[config.mk]
export PLATFORM = sky130hd
export DESIGN_NAME = fifo_write_arbiter_flat
export DESIGN_NICKNAME = d
export VERILOG_FILES = /design/src/rtl/fifo_arb_pkg.sv /design/src/rtl/fifo_write_arbiter_if.sv /design/src/rtl/rr_priority_pick.sv /design/src/rtl/fifo_write_arbiter.sv /design/src/flat_wrapper.sv
export SDC_FILE = /design/constraint.sdc
export NUM_CORES = 1
export LEC_CHECK = 0
export BUFFER_PORTS_ARGS = -buffer_cell sky130_fd_sc_hd__buf_2
export CAP_MARGIN = 5
export CORE_ASPECT_RATIO = 0.6
export CORE_MARGIN = 2
export CORE_UTILIZATION = 35
export DETAILED_ROUTE_END_ITERATION = 12
export SYNTH_ARGS = -nofsm -noshare
export SYNTH_HDL_FRONTEND = slang
export SYNTH_HIERARCHICAL = 1
export SYNTH_SLANG_ARGS = --single-unit
[constraint.sdc]
create_clock -name wclk -period 5.96 [get_ports wclk]
set_input_delay 0.894 -clock wclk [delete_from_list [all_inputs] [get_ports wclk]]
set_output_delay 0.894 -clock wclk [all_outputs]
set_load 0.1 [all_outputs]
[src/rtl/fifo_arb_pkg.sv]
// Shared types and helpers for the FIFO write-port arbiter.
// Optional feature macro used elsewhere in this slice: FIFO_ARB_STATS_EN.
package fifo_arb_pkg;

  typedef enum logic {
    ARB_IDLE  = 1'b0,
    ARB_BURST = 1'b1
  } arb_state_t;

  // Increment an index and wrap it back to 0 at n (n need not be a power of 2).
  function automatic int unsigned wrap_inc(input int unsigned idx, input int unsigned n);
    return (idx + 1 >= n) ? 0 : idx + 1;
  endfunction

endpackage

[src/rtl/fifo_write_arbiter_if.sv]
// Producer-side bus of the FIFO write arbiter: requests, beats, full flag and
// the arbiter's grant/write outputs. beat_cnt exists only with FIFO_ARB_STATS_EN.
interface fifo_write_arbiter_if #(
  parameter int NUM_REQ    = 4,
  parameter int DATA_WIDTH = 8,
  parameter int CNT_WIDTH  = 16
);
  logic [NUM_REQ-1:0]            req;
  logic [NUM_REQ*DATA_WIDTH-1:0] req_data;
  logic                          full;
  logic [NUM_REQ-1:0]            gnt;
  logic                          w_en;
  logic [DATA_WIDTH-1:0]         din;
  logic                          locked;
`ifdef FIFO_ARB_STATS_EN
  logic [NUM_REQ*CNT_WIDTH-1:0]  beat_cnt;

  modport master (output req, req_data, full, input gnt, w_en, din, locked, beat_cnt);
  modport slave  (input req, req_data, full, output gnt, w_en, din, locked, beat_cnt);
`else
  modport master (output req, req_data, full, input gnt, w_en, din, locked);
  modport slave  (input req, req_data, full, output gnt, w_en, din, locked);
`endif
endinterface

[src/rtl/rr_priority_pick.sv]
// Rotating-priority encoder: first asserted request scanning from rr_ptr
// upward, wrapping modulo N.
module rr_priority_pick #(
  parameter int N  = 4,
  parameter int PW = 2
) (
  input  logic [N-1:0]  req,
  input  logic [PW-1:0] rr_ptr,
  output logic [N-1:0]  win_oh,
  output logic [PW-1:0] win_idx,
  output logic          any
);

  logic [PW-1:0] scan_idx;
  int            scan_pos;

  // Walk the requesters starting at rr_ptr; the first hit wins.
  always_comb begin
    win_oh   = '0;
    win_idx  = '0;
    any      = 1'b0;
    scan_pos = 0;
    scan_idx = '0;
    for (int k = 0; k < N; k++) begin
      scan_pos = int'(rr_ptr) + k;
      if (scan_pos >= N) scan_pos = scan_pos - N;
      scan_idx = PW'(scan_pos);
      if (!any && req[scan_idx]) begin
        any              = 1'b1;
        win_oh[scan_idx] = 1'b1;
        win_idx          = scan_idx;
      end
    end
  end

endmodule

[src/rtl/fifo_write_arbiter.sv]
// Round-robin arbiter for the FIFO write port with bounded burst locking.
// Optional per-requester accepted-beat counters: define FIFO_ARB_STATS_EN.
module fifo_write_arbiter
  import fifo_arb_pkg::*;
#(
  parameter int NUM_REQ    = 4,
  parameter int DATA_WIDTH = 8,
  parameter int MAX_BURST  = 4,
  parameter int CNT_WIDTH  = 16
) (
  input logic                 wclk,
  input logic                 wrst_n,
  fifo_write_arbiter_if.slave bus
);

  localparam int PW = (NUM_REQ > 1) ? $clog2(NUM_REQ) : 1;
  localparam int BW = $clog2(MAX_BURST + 1);

  arb_state_t    st, st_n;
  logic [PW-1:0] rr_ptr, rr_ptr_n;
  logic [PW-1:0] owner, owner_n;
  logic [BW-1:0] beat, beat_n;

  logic [NUM_REQ-1:0] pick_oh;
  logic [PW-1:0]      pick_idx;
  logic               pick_any;
  logic [NUM_REQ-1:0] gnt_c;
  logic [DATA_WIDTH-1:0] din_c;

  rr_priority_pick #(
    .N  (NUM_REQ),
    .PW (PW)
  ) u_pick (
    .req     (bus.req),
    .rr_ptr  (rr_ptr),
    .win_oh  (pick_oh),
    .win_idx (pick_idx),
    .any     (pick_any)
  );

  // State register; reset abandons any burst in progress.
  always_ff @(posedge wclk) begin
    if (!wrst_n) begin
      st     <= ARB_IDLE;
      rr_ptr <= '0;
      owner  <= '0;
      beat   <= '0;
    end else begin
      st     <= st_n;
      rr_ptr <= rr_ptr_n;
      owner  <= owner_n;
      beat   <= beat_n;
    end
  end

  // Next-state: pick a new owner in IDLE, count or release the burst in BURST.
  always_comb begin
    st_n     = st;
    rr_ptr_n = rr_ptr;
    owner_n  = owner;
    beat_n   = beat;
    case (st)
      ARB_IDLE: begin
        if (pick_any && !bus.full) begin
          if (MAX_BURST == 1) begin
            rr_ptr_n = PW'(wrap_inc(32'(pick_idx), NUM_REQ));
          end else begin
            st_n    = ARB_BURST;
            owner_n = pick_idx;
            beat_n  = BW'(1);
          end
        end
      end
      ARB_BURST: begin
        // A dropped request costs one bubble and ends the burst; full only stalls it.
        if (!bus.req[owner] || (!bus.full && beat == BW'(MAX_BURST - 1))) begin
          st_n     = ARB_IDLE;
          rr_ptr_n = PW'(wrap_inc(32'(owner), NUM_REQ));
          beat_n   = '0;
        end else if (!bus.full) begin
          beat_n = beat + BW'(1);
        end
      end
      default: st_n = ARB_IDLE;
    endcase
  end

  // Outputs: zero-latency grant and data mux, forced quiet during reset.
  always_comb begin
    gnt_c = '0;
    din_c = '0;
    if (wrst_n) begin
      case (st)
        ARB_IDLE:  if (pick_any && !bus.full) gnt_c = pick_oh;
        ARB_BURST: if (bus.req[owner] && !bus.full) gnt_c[owner] = 1'b1;
        default:   gnt_c = '0;
      endcase
    end
    for (int i = 0; i < NUM_REQ; i++) begin
      if (gnt_c[i]) din_c = din_c | bus.req_data[i*DATA_WIDTH +: DATA_WIDTH];
    end
  end

  assign bus.gnt    = gnt_c;
  assign bus.w_en   = |gnt_c;
  assign bus.din    = din_c;
  assign bus.locked = wrst_n && (st == ARB_BURST);

`ifdef FIFO_ARB_STATS_EN
  logic [CNT_WIDTH-1:0] cnt_q [NUM_REQ];

  for (genvar g = 0; g < NUM_REQ; g++) begin : g_stats
    // Saturating count of beats accepted from requester g.
    always_ff @(posedge wclk) begin
      if (!wrst_n) begin
        cnt_q[g] <= '0;
      end else if (gnt_c[g] && (cnt_q[g] != '1)) begin
        cnt_q[g] <= cnt_q[g] + CNT_WIDTH'(1);
      end
    end
    assign bus.beat_cnt[g*CNT_WIDTH +: CNT_WIDTH] = cnt_q[g];
  end
`endif

endmodule

[src/flat_wrapper.sv]
// flat-port wrapper written by rule: the top's interface ports become plain ports
module fifo_write_arbiter_flat import fifo_arb_pkg::*;
#(
  parameter int NUM_REQ    = 4,
  parameter int DATA_WIDTH = 8,
  parameter int MAX_BURST  = 4,
  parameter int CNT_WIDTH  = 16
)
  (wclk, wrst_n, bus_req, bus_req_data, bus_full, bus_gnt, bus_w_en, bus_din, bus_locked);
  fifo_write_arbiter_if #(.NUM_REQ(NUM_REQ), .DATA_WIDTH(DATA_WIDTH), .CNT_WIDTH(CNT_WIDTH)) bus_i ();
  input logic wclk;
  input logic wrst_n;
  input wire logic [$bits(bus_i.req)-1:0] bus_req;
  input wire logic [$bits(bus_i.req_data)-1:0] bus_req_data;
  input wire logic [$bits(bus_i.full)-1:0] bus_full;
  output wire logic [$bits(bus_i.gnt)-1:0] bus_gnt;
  output wire logic [$bits(bus_i.w_en)-1:0] bus_w_en;
  output wire logic [$bits(bus_i.din)-1:0] bus_din;
  output wire logic [$bits(bus_i.locked)-1:0] bus_locked;
  assign bus_i.req = bus_req;
  assign bus_i.req_data = bus_req_data;
  assign bus_i.full = bus_full;
  assign bus_gnt = bus_i.gnt;
  assign bus_w_en = bus_i.w_en;
  assign bus_din = bus_i.din;
  assign bus_locked = bus_i.locked;
  fifo_write_arbiter #(.NUM_REQ(NUM_REQ), .DATA_WIDTH(DATA_WIDTH), .MAX_BURST(MAX_BURST), .CNT_WIDTH(CNT_WIDTH)) u_core (.wclk(wclk), .wrst_n(wrst_n), .bus(bus_i));
endmodule
==> results.json, run 1 <==
{
  "ctsResizeCount": 0,
  "sw_frac_of_total": 0.507,
  "critical_path.max_fanout": 16,
  "timing.hold.ws_ns": 0.472,
  "grt_start_max_net_pins": 47,
  "gp_congestion": 0.807,
  "combinational_cell_fraction_of_total_power": 0.635,
  "yosys_warnings": 6,
  "insertion_delay_ns": 0.22,
  "final-setup-viol-count": 0,
  "cp.required_ns": 5.07,
  "die_boundary_width_um": 91.8,
  "fillerInstances": 474,
  "tritoncts_num_sinks": 8,
  "yosys.area.top_type_share": 0.0990,
  "synthFlopType": "dfxtp_1",
  "finish.utilization": 0.433,
  "worst_hold_path_type": "flip-flop to flip-flop",
  "power_report.internal_total_mw": 0.171,
  "number_of_drc_markers_in_iteration_0": 125,
  "finalCritPeriodShare": 0.782,
  "ys_top_cells_by_area": "dfxtp_1 9.9%, and3_1 9.3%, ha_1 8.5%, nand2_1 8.4%, a2111o_1 5.6%",
  "register_clock_pin_slew_on_the_reported_worst_setup_and_hold_paths_ns": 0.04,
  "yosys.cell_count.top_type": "nand2_1",
  "worstReg2RegStart": "u_core/rr_ptr[1]$_SDFFE_PN0P_",
  "die_h_um": 56.7,
  "worst-slew-pin-transition_ns": 0.769,
  "cts-buffers-inserted": 3,
  "multi_input_combinational_cell_area_um2": 1330,
  "drc": 0,
  "synth_cell_types": 40,
  "run_status": "complete, no violations",
  "timing.reg2reg.setup_slack_ns": 3.24,
  "vdd_ir_drop_max_mv": 0.0587,
  "grt_pass1_vias": 1577,
  "p_sw_mw": 0.176,
  "cts_tree": "done",
  "critical_path_class": "flip-flop to output port",
  "cts-root-to-sink-buffers": 2,
  "drt_first_pass_iters": 5,
  "timing.final.crit_period_ns": 4.66,
  "async_flop_share": 0,
  "cellLeakagePower_nw": 1.01,
  "dr_total_vias": 1814,
  "floorplan.io_pins": 53,
  "avgSynthCellArea_um2": 7.63,
  "synth_area_um2": 1620,
  "max-cap-violations": 0,
  "rsz0062_at_grt": "no",
  "grt_first_pass_wirelength_mm": 7.55,
  "critPathArrivalTime_ns": 3.77,
  "post_synth_edffs": 0,
  "yosysTopAreaCell": "dfxtp_1",
  "cts_max_level": 1,
  "clock_power_share": 0.181,
  "r2r.worst_path.cells": 10,
  "ctsHoldBuffers": 0,
  "route.detailed.vias_per_inst": 5.70,
  "wl_per_cell_um": 14.7,
  "start_util": 0.358,
  "postCtsSetupRepairBufs": 0,
  "rows": 19,
  "synthTopCellsByCount": "36 x nand2_1, 24 x and3_1, 12 x clkbuf_1",
  "critical_path.endpoint_type": "output port",
  "power-per-cell-area_nw_per_um2": 177,
  "hold-path-endpoint": "u_core/beat[2]$_SDFFE_PN0P_",
  "antenna_found_initial": 0,
  "port-buffer-count": 52,
  "r2r-end": "u_core/owner[0]$_SDFFE_PN0P_",
  "min_delay_path_depth": 2,
  "highest_attainable_clock_frequency_mhz": 215,
  "final_max_slew_violation_count": 0,
  "relSlewSlack": 0.484,
  "final_cells": 318,
  "syn2layout_area_growth_pct": 21.0,
  "layout-drive-gt1-share": 0.271,
  "worst_setup_path_start_kind": "flip-flop",
  "synth.net_count": 262,
  "hpwl_mm": 3.56,
  "layout.area.seq_um2": 160,
  "final_hold_viol_count": 0,
  "place.detailed.instances": 315,
  "min-delay-start": "u_core/beat[2]$_SDFFE_PN0P_",
  "root_buffer": "clkbuf_8",
  "gr_usage_total": 0.176,
  "finalWirelength_mm": 4.68,
  "finalClockSkew_ns": 0.000718,
  "timing.setup.tns_ns": 0,
  "antenna_cells": 0,
  "yosysSeqAreaShare": 0.0990,
  "sequentialPowerShare": 0.183,
  "dieArea_um2": 5200,
  "final_antenna_net_count": 0,
  "grt-ovfl-total": 0,
  "fp.coreArea_um2": 4520,
  "nNetsFinal": 307,
  "cells_after_synthesis": 212,
  "ys_ff_latch": 8
}
-- cells by family after synthesis --
kind of cell / Yosys count / share of synthesized area
muxes: 15 / 0.138
and+or+nand+nor: 91 / 0.317
DFF: 8 / 0.0990
adders and majority gates: 11 / 0.0851
AOI/OAI and AO/OA: 60 / 0.285
buffers and inverters: 27 / 0.0766
-- final cells by class --
type | count | share of cell area
well taps | 63 | 0.0403
clock buffers | 3 | 0.0211
inverters | 8 | 0.0153
repair buffers | 59 | 0.160
flip-flops and latches | 8 | 0.0818
multi-input cells | 177 | 0.682
-- cells in the final DEF (no fill, tap or decap), types with 2 or more instances in the layout --
cell       synthesis  final
buf_4              0      7
nor2_1             3      3
o22ai_1            8      8
mux2i_1            8      8
nand2b_1           3      3
a22oi_1            8      8
a2111o_1           8      8
mux4_2             3      3
buf_2              0     52
ha_1              11     11
dfxtp_1            8      8
nand2_1           36     36
and3_1            24     24
a21oi_1            9      9
mux4_1             2      2
clkbuf_8           0      3
inv_1              8      8
o311a_1            8      8
nand4bb_1          4      4
a32oi_1            4      4
a21boi_1           2      2
nor2b_1            8      8
o21ai_0            7      7
nand3_1            4      4
mux2_2             2      2
-- worst max-delay path, stage by stage (launching register included) --
cell and delay (ns):
dfxtp_1 0.56, inv_1 0.15, ha_1 0.39, mux4_2 0.45, nor3_1 0.28, nand2b_1 0.09
buf_4 0.18, nand4bb_1 0.55, o22ai_1 0.23, a2111o_1 0.36, buf_2 0.29
-- per-stage QoR --
stage / worst slack, ns / total power [mW] / area, um2
floorplan: 0.454 / 0.233 / 1620
global placement: 1.44 / 0.283 / 1920
detailed placement: 1.45 / 0.283 / 1920
CTS: 1.31 / 0.348 / 1960
global route: 1.10 / 0.369 / 1960
finish: 1.30 / 0.347 / 1960
-- power by group through the flow --
stage / sequential, mW / combinational [mW] / clock [mW]
after detailed placement: 0.0643 / 0.218 / 0
after global routing: 0.0645 / 0.236 / 0.0685
after floorplan: 0.0631 / 0.170 / 0
final: 0.0636 / 0.220 / 0.0628
after CTS: 0.0636 / 0.219 / 0.0652
after global placement: 0.0643 / 0.219 / 0
-- per-layer routing --
metal,routed length (um),global-route usage
met2,1930,0.241
met4,0,0.0192
met5,0,0
met3,319,0.0362
met1,2430,0.287
-- worst max-delay path by stage --
stage,to,from,slack [ns]
3_5_place_dp,bus_din[5],bus_req[3],1.45
4_1_cts,bus_din[5],u_core/rr_ptr[1]$_SDFFE_PN0P_,1.31
6_report,bus_din[7],u_core/rr_ptr[1]$_SDFFE_PN0P_,1.30
5_1_grt,bus_din[5],u_core/rr_ptr[1]$_SDFFE_PN0P_,1.10
2_1_floorplan,bus_w_en,bus_req[2],0.45
3_3_place_gp,bus_din[5],bus_req[3],1.44
-- sequential cells by signal, summed over array words and instances, names as in the netlist --
signal and count:
u_core/beat 3, u_core/owner 2, u_core/rr_ptr 2, u_core/st 1
Note: power is estimated with default switching activity, not from simulation.
==> inputs of run 2 (changes only) <==
==> constraint.sdc (replaced) <==
create_clock -name wclk -period 4.7 [get_ports wclk]
set_input_delay 0.705 -clock wclk [delete_from_list [all_inputs] [get_ports wclk]]
set_output_delay 0.705 -clock wclk [all_outputs]
set_load 0.1 [all_outputs]
==> results.json, run 2 (synthesized netlist as in run 1, its figures left out) <==
{
  "grt_start_max_net_pins": 47,
  "wl_per_cell_um": 15.2,
  "gp_congestion": 0.828,
  "worst_hold_path_type": "flip-flop to flip-flop",
  "finalWirelength_mm": 4.86,
  "largest_register_ffs": 3,
  "tritoncts_num_sinks": 8,
  "cts_tree": "done",
  "max-cap-violations": 0,
  "cellLeakagePower_nw": 1.02,
  "critical_path.cell_chain": "inv_1 -> ha_1 -> mux4_2 -> nor4b_4 -> a22oi_1 -> o21ai_0 -> nand4bb_1 -> o22ai_1 -> a2111o_1 -> buf_2",
  "antenna_found_initial": 0,
  "relSlewSlack": 0.589,
  "worstReg2RegStart": "u_core/rr_ptr[0]$_SDFFE_PN0P_",
  "antenna_cells": 0,
  "finalClockSkew_ns": 0.00541,
  "final_max_slew_violation_count": 0,
  "dieArea_um2": 5200,
  "detailedPlace.worstSlack_ns": 0.602,
  "port-buffer-count": 52,
  "rsz0062_at_grt": "no",
  "rows": 19,
  "die_h_um": 56.7,
  "root_buffer": "clkbuf_8",
  "critical_path_destination": "bus_din[7]",
  "syn2layout_area_growth_pct": 21.9,
  "fp.coreArea_um2": 4520,
  "final_hold_viol_count": 0,
  "cp-startpoint": "u_core/rr_ptr[0]$_SDFFE_PN0P_",
  "critical_path_class": "flip-flop to output port",
  "grt_pass1_vias": 1592,
  "route.detailed.vias_per_inst": 5.67,
  "timing.final.crit_period_ns": 4.31,
  "postCtsSetupRepairBufs": 0,
  "drt_first_pass_iters": 4,
  "drc": 0,
  "critical_path.max_fanout": 10,
  "worst_path_max_delay_cell": "dfxtp_1",
  "insertion_delay_ns": 0.24,
  "registers.top_by_ff_count": "u_core/beat",
  "final-setup-viol-count": 0,
  "layout-drive-gt1-share": 0.276,
  "power-per-cell-area_nw_per_um2": 229,
  "cts_max_level": 1,
  "ctsHoldBuffers": 0,
  "layout_commonest_cell": "buf_2",
  "finalWorstSetupSlack_ns": 0.387,
  "fillerInstances": 478,
  "grt_first_pass_wirelength_mm": 7.92,
  "hpwl_mm": 3.62,
  "multi_input_combinational_cell_area_um2": 1330,
  "dr_total_vias": 1813,
  "timing.reg2reg.setup_slack_ns": 2.06,
  "die_boundary_width_um": 91.8,
  "cp.required_ns": 3.99,
  "r2r-end": "u_core/owner[0]$_SDFFE_PN0P_",
  "start_util": 0.358,
  "critPathArrivalTime_ns": 3.61,
  "run_status": "complete, no violations",
  "ctsResizeCount": 0,
  "final_antenna_net_count": 0,
  "most-common-layout-cells": "52 x buf_2, 36 x nand2_1, 24 x and3_1",
  "cts-buffers-inserted": 3,
  "vdd_ir_drop_max_mv": 0.110,
  "timing.setup.tns_ns": 0,
  "layout.area.seq_um2": 160,
  "highest_attainable_clock_frequency_mhz": 232,
  "number_of_drc_markers_in_iteration_0": 115,
  "finalCritPeriodShare": 0.918,
  "worst_setup_path_start_kind": "flip-flop",
  "timing.critical_path.slowest_cell_delay_ns": 0.48,
  "r2r.worst_path.cells": 10,
  "gr_usage_total": 0.188,
  "min-delay-start": "u_core/beat[2]$_SDFFE_PN0P_",
  "floorplan.io_pins": 53,
  "power.total_mw": 0.451,
  "layout_top_registers": "u_core/beat x3, u_core/owner x2, u_core/rr_ptr x2",
  "grt-ovfl-total": 0,
  "critical_path.endpoint_type": "output port",
  "cts-root-to-sink-buffers": 2,
  "register_clock_pin_slew_on_the_reported_worst_setup_and_hold_paths_ns": 0.04,
  "worst-slew-pin-transition_ns": 0.617,
  "nNetsFinal": 309
}
## run 2: area by class of cell
cell class,count,share of cell area
multi-input combinational,177,0.676
inverter,8,0.0152
timing repair buffer,61,0.166
tap,63,0.0400
clock buffer,3,0.0209
sequential,8,0.0812
## run 2: worst min-delay path by stage
stage | to | slack, ns | depth (start not counted)
final | u_core/beat[2]$_SDFFE_PN0P_ | 0.48 | 2
after global routing | u_core/beat[2]$_SDFFE_PN0P_ | 0.50 | 2
after CTS | u_core/beat[1]$_SDFFE_PN0P_ | 0.48 | 2
after detailed placement | u_core/beat[2]$_SDFFE_PN0P_ | 0.46 | 2
after global placement | u_core/beat[2]$_SDFFE_PN0P_ | 0.46 | 2
after floorplan | u_core/beat[2]$_SDFFE_PN0P_ | 0.45 | 2
## run 2: per-stage QoR
stage,area [um2],hold slack (ns),instances,util
3_3_place_gp,1930,0.463,317,0.427
3_5_place_dp,1930,0.464,317,0.427
4_1_cts,1970,0.479,320,0.437
5_1_grt,1970,0.505,320,0.437
2_1_floorplan,1620,0.447,212,-
6_report,1970,0.479,320,0.437
## run 2: worst max-delay path: cells and delay by family (launching register included)
kind	cells	cell delay, ns
simple gates	2	0.82
flops	1	0.48
buf+inv	2	0.53
mux	1	0.44
compound gates	4	0.75
fa+ha+maj	1	0.36
## run 2: routing by layer
metal,share of wire,global-route usage,vias to the layer above,routed length [um]
met5,0,0,-,0
met3,0.086,0.0403,2,419
met4,0.0019,0.0128,0,9
met1,0.50,0.309,827,2440
met2,0.41,0.253,79,1990
li1,-,-,905,-
## run 2: power breakdown
group          total [mW]  internal, mW  switching (mW)
Clock              0.0883        0.0560          0.0323
Combinational       0.282        0.0892           0.193
Sequential         0.0809        0.0734         0.00750
Total               0.451         0.219           0.232
==> inputs of run 3 (changes only) <==
--- a/config.mk
+++ b/config.mk
@@ -8,9 +8,10 @@
 export BUFFER_PORTS_ARGS = -buffer_cell sky130_fd_sc_hd__buf_2
 export CAP_MARGIN = 5
 export CORE_ASPECT_RATIO = 0.6
-export CORE_MARGIN = 2
-export CORE_UTILIZATION = 35
+export CORE_UTILIZATION = 50
 export DETAILED_ROUTE_END_ITERATION = 12
+export PLACE_DENSITY = 0.79
+export SETUP_SLACK_MARGIN = 0.1
 export SYNTH_ARGS = -nofsm -noshare
 export SYNTH_HDL_FRONTEND = slang
 export SYNTH_HIERARCHICAL = 1
==> results.json, run 3 (synthesized netlist as in run 1, its figures left out) <==
{
  "most-common-layout-cells": "52 x buf_2, 36 x nand2_1, 24 x and3_1",
  "worst_hold_path_type": "flip-flop to flip-flop",
  "gr_usage_total": 0.265,
  "port-buffer-count": 52,
  "die_boundary_width_um": 75.4,
  "place.detailed.instances": 294,
  "highest_attainable_clock_frequency_mhz": 235,
  "power.total_mw": 0.445,
  "ctsResizeCount": 0,
  "cts-root-to-sink-buffers": 2,
  "grt_start_max_net_pins": 47,
  "insertion_delay_ns": 0.23,
  "floorplan.io_pins": 53,
  "root_buffer": "clkbuf_8",
  "fp.coreArea_um2": 2970,
  "grt_first_pass_wirelength_mm": 6.93,
  "min_delay_path_depth": 2,
  "fillerInstances": 290,
  "gp_congestion": 0.859,
  "dr_total_vias": 1828,
  "timing.setup.tns_ns": 0,
  "final_cells": 297,
  "cts_tree": "done",
  "critPathArrivalTime_ns": 3.56,
  "layout_commonest_cell": "buf_2",
  "postCtsSetupRepairBufs": 0,
  "worst_setup_path_start_kind": "flip-flop",
  "layout-drive-gt1-share": 0.271,
  "ctsHoldBuffers": 0,
  "antenna_cells": 0,
  "dieArea_um2": 3470,
  "tritoncts_num_sinks": 8,
  "drt_first_pass_iters": 5,
  "critical_path_destination": "bus_din[5]",
  "grt_pass1_vias": 1465,
  "cp-startpoint": "u_core/rr_ptr[0]$_SDFFE_PN0P_",
  "number_of_drc_markers_in_iteration_0": 123,
  "largest_register_ffs": 3,
  "max-cap-violations": 0,
  "rsz0062_at_grt": "no",
  "hpwl_mm": 3.41,
  "drc": 0,
  "r2r-end": "u_core/owner[0]$_SDFFE_PN0P_",
  "cp.required_ns": 3.99,
  "layout_top_registers": "u_core/beat x3, u_core/owner x2, u_core/rr_ptr x2",
  "route.detailed.vias_per_inst": 6.15,
  "die_h_um": 46.1,
  "worstReg2RegStart": "u_core/rr_ptr[0]$_SDFFE_PN0P_",
  "timing.reg2reg.setup_slack_ns": 2.02,
  "start_util": 0.546,
  "timing.final.crit_period_ns": 4.26,
  "final_hold_viol_count": 0,
  "final_max_slew_violation_count": 0,
  "critical_path.endpoint_type": "output port",
  "registers.top_by_ff_count": "u_core/beat",
  "syn2layout_area_growth_pct": 19.3,
  "run_status": "complete, no violations",
  "multi_input_combinational_cell_area_um2": 1330,
  "antenna_found_initial": 0,
  "register_clock_pin_slew_on_the_reported_worst_setup_and_hold_paths_ns": 0.04,
  "wl_per_cell_um": 15.5,
  "critical_path_class": "flip-flop to output port",
  "final-setup-viol-count": 0,
  "grt-ovfl-total": 0,
  "rows": 15,
  "nNetsFinal": 307,
  "r2r.worst_path.cells": 10,
  "cellLeakagePower_nw": 1.01,
  "layout.area.seq_um2": 160,
  "min-delay-start": "u_core/beat[1]$_SDFFE_PN0P_",
  "cts-buffers-inserted": 3,
  "worst-slew-pin-transition_ns": 0.709,
  "power-per-cell-area_nw_per_um2": 231,
  "final_antenna_net_count": 0,
  "finalClockSkew_ns": 0.00347,
  "finalCritPeriodShare": 0.907,
  "cts_max_level": 1,
  "vdd_ir_drop_max_mv": 0.149,
  "critical_path.max_fanout": 10,
  "finalWirelength_mm": 4.62,
  "relSlewSlack": 0.525
}
==> run 3: worst min-delay path by stage <==
stage / end
floorplan: u_core/beat[2]$_SDFFE_PN0P_
global placement: u_core/beat[2]$_SDFFE_PN0P_
detailed placement: u_core/beat[2]$_SDFFE_PN0P_
CTS: u_core/beat[2]$_SDFFE_PN0P_
global route: u_core/beat[2]$_SDFFE_PN0P_
finish: u_core/beat[1]$_SDFFE_PN0P_
==> run 3: where the power goes <==
| part | leakage [nW] | switching [mW] | total [mW] | internal [mW] |
|---|---|---|---|---|
| Sequential | 0.0654 | 0.00742 | 0.0809 | 0.0735 |
| Clock | 0.0216 | 0.0300 | 0.0857 | 0.0557 |
| Combinational | 0.924 | 0.192 | 0.279 | 0.0863 |
| Total | 1.01 | 0.230 | 0.445 | 0.216 |
==> run 3: layout make-up <==
type                            count  area share
Multi-Input combinational cell    177       0.691
Tap cell                           42      0.0272
Inverter                            8      0.0156
Timing Repair Buffer               59       0.162
Sequential cell                     8      0.0830
Clock buffer                        3      0.0214
==> run 3: critical path, stage by stage (launching register included) <==
cell and delay (ns):
dfxtp_1 0.47, inv_1 0.11, ha_1 0.36, mux4_2 0.44
nor4b_4 0.43, a22oi_1 0.10, o21ai_0 0.17, nand4bb_1 0.39
o22ai_1 0.29, a2111o_1 0.13, buf_2 0.41
==> run 3: through the flow <==
| step | cell area, um2 | setup WS [ns] | utilization | hold WS, ns |
|---|---|---|---|---|
| floorplan | 1620 | 0.237 | - | 0.447 |
| global placement | 1890 | 0.544 | 0.637 | 0.462 |
| detailed placement | 1890 | 0.489 | 0.637 | 0.466 |
| CTS | 1930 | 0.249 | 0.651 | 0.471 |
| global route | 1930 | 0.166 | 0.651 | 0.501 |
| finish | 1930 | 0.436 | 0.651 | 0.471 |
==> run 3: routing by layer <==
layer  part of all wire  routed length, um  GRT usage
met1               0.48               2230      0.406
met2               0.43               1990      0.393
met3              0.081                376     0.0460
met4             0.0048                 22     0.0333
met5                  0                  0          0
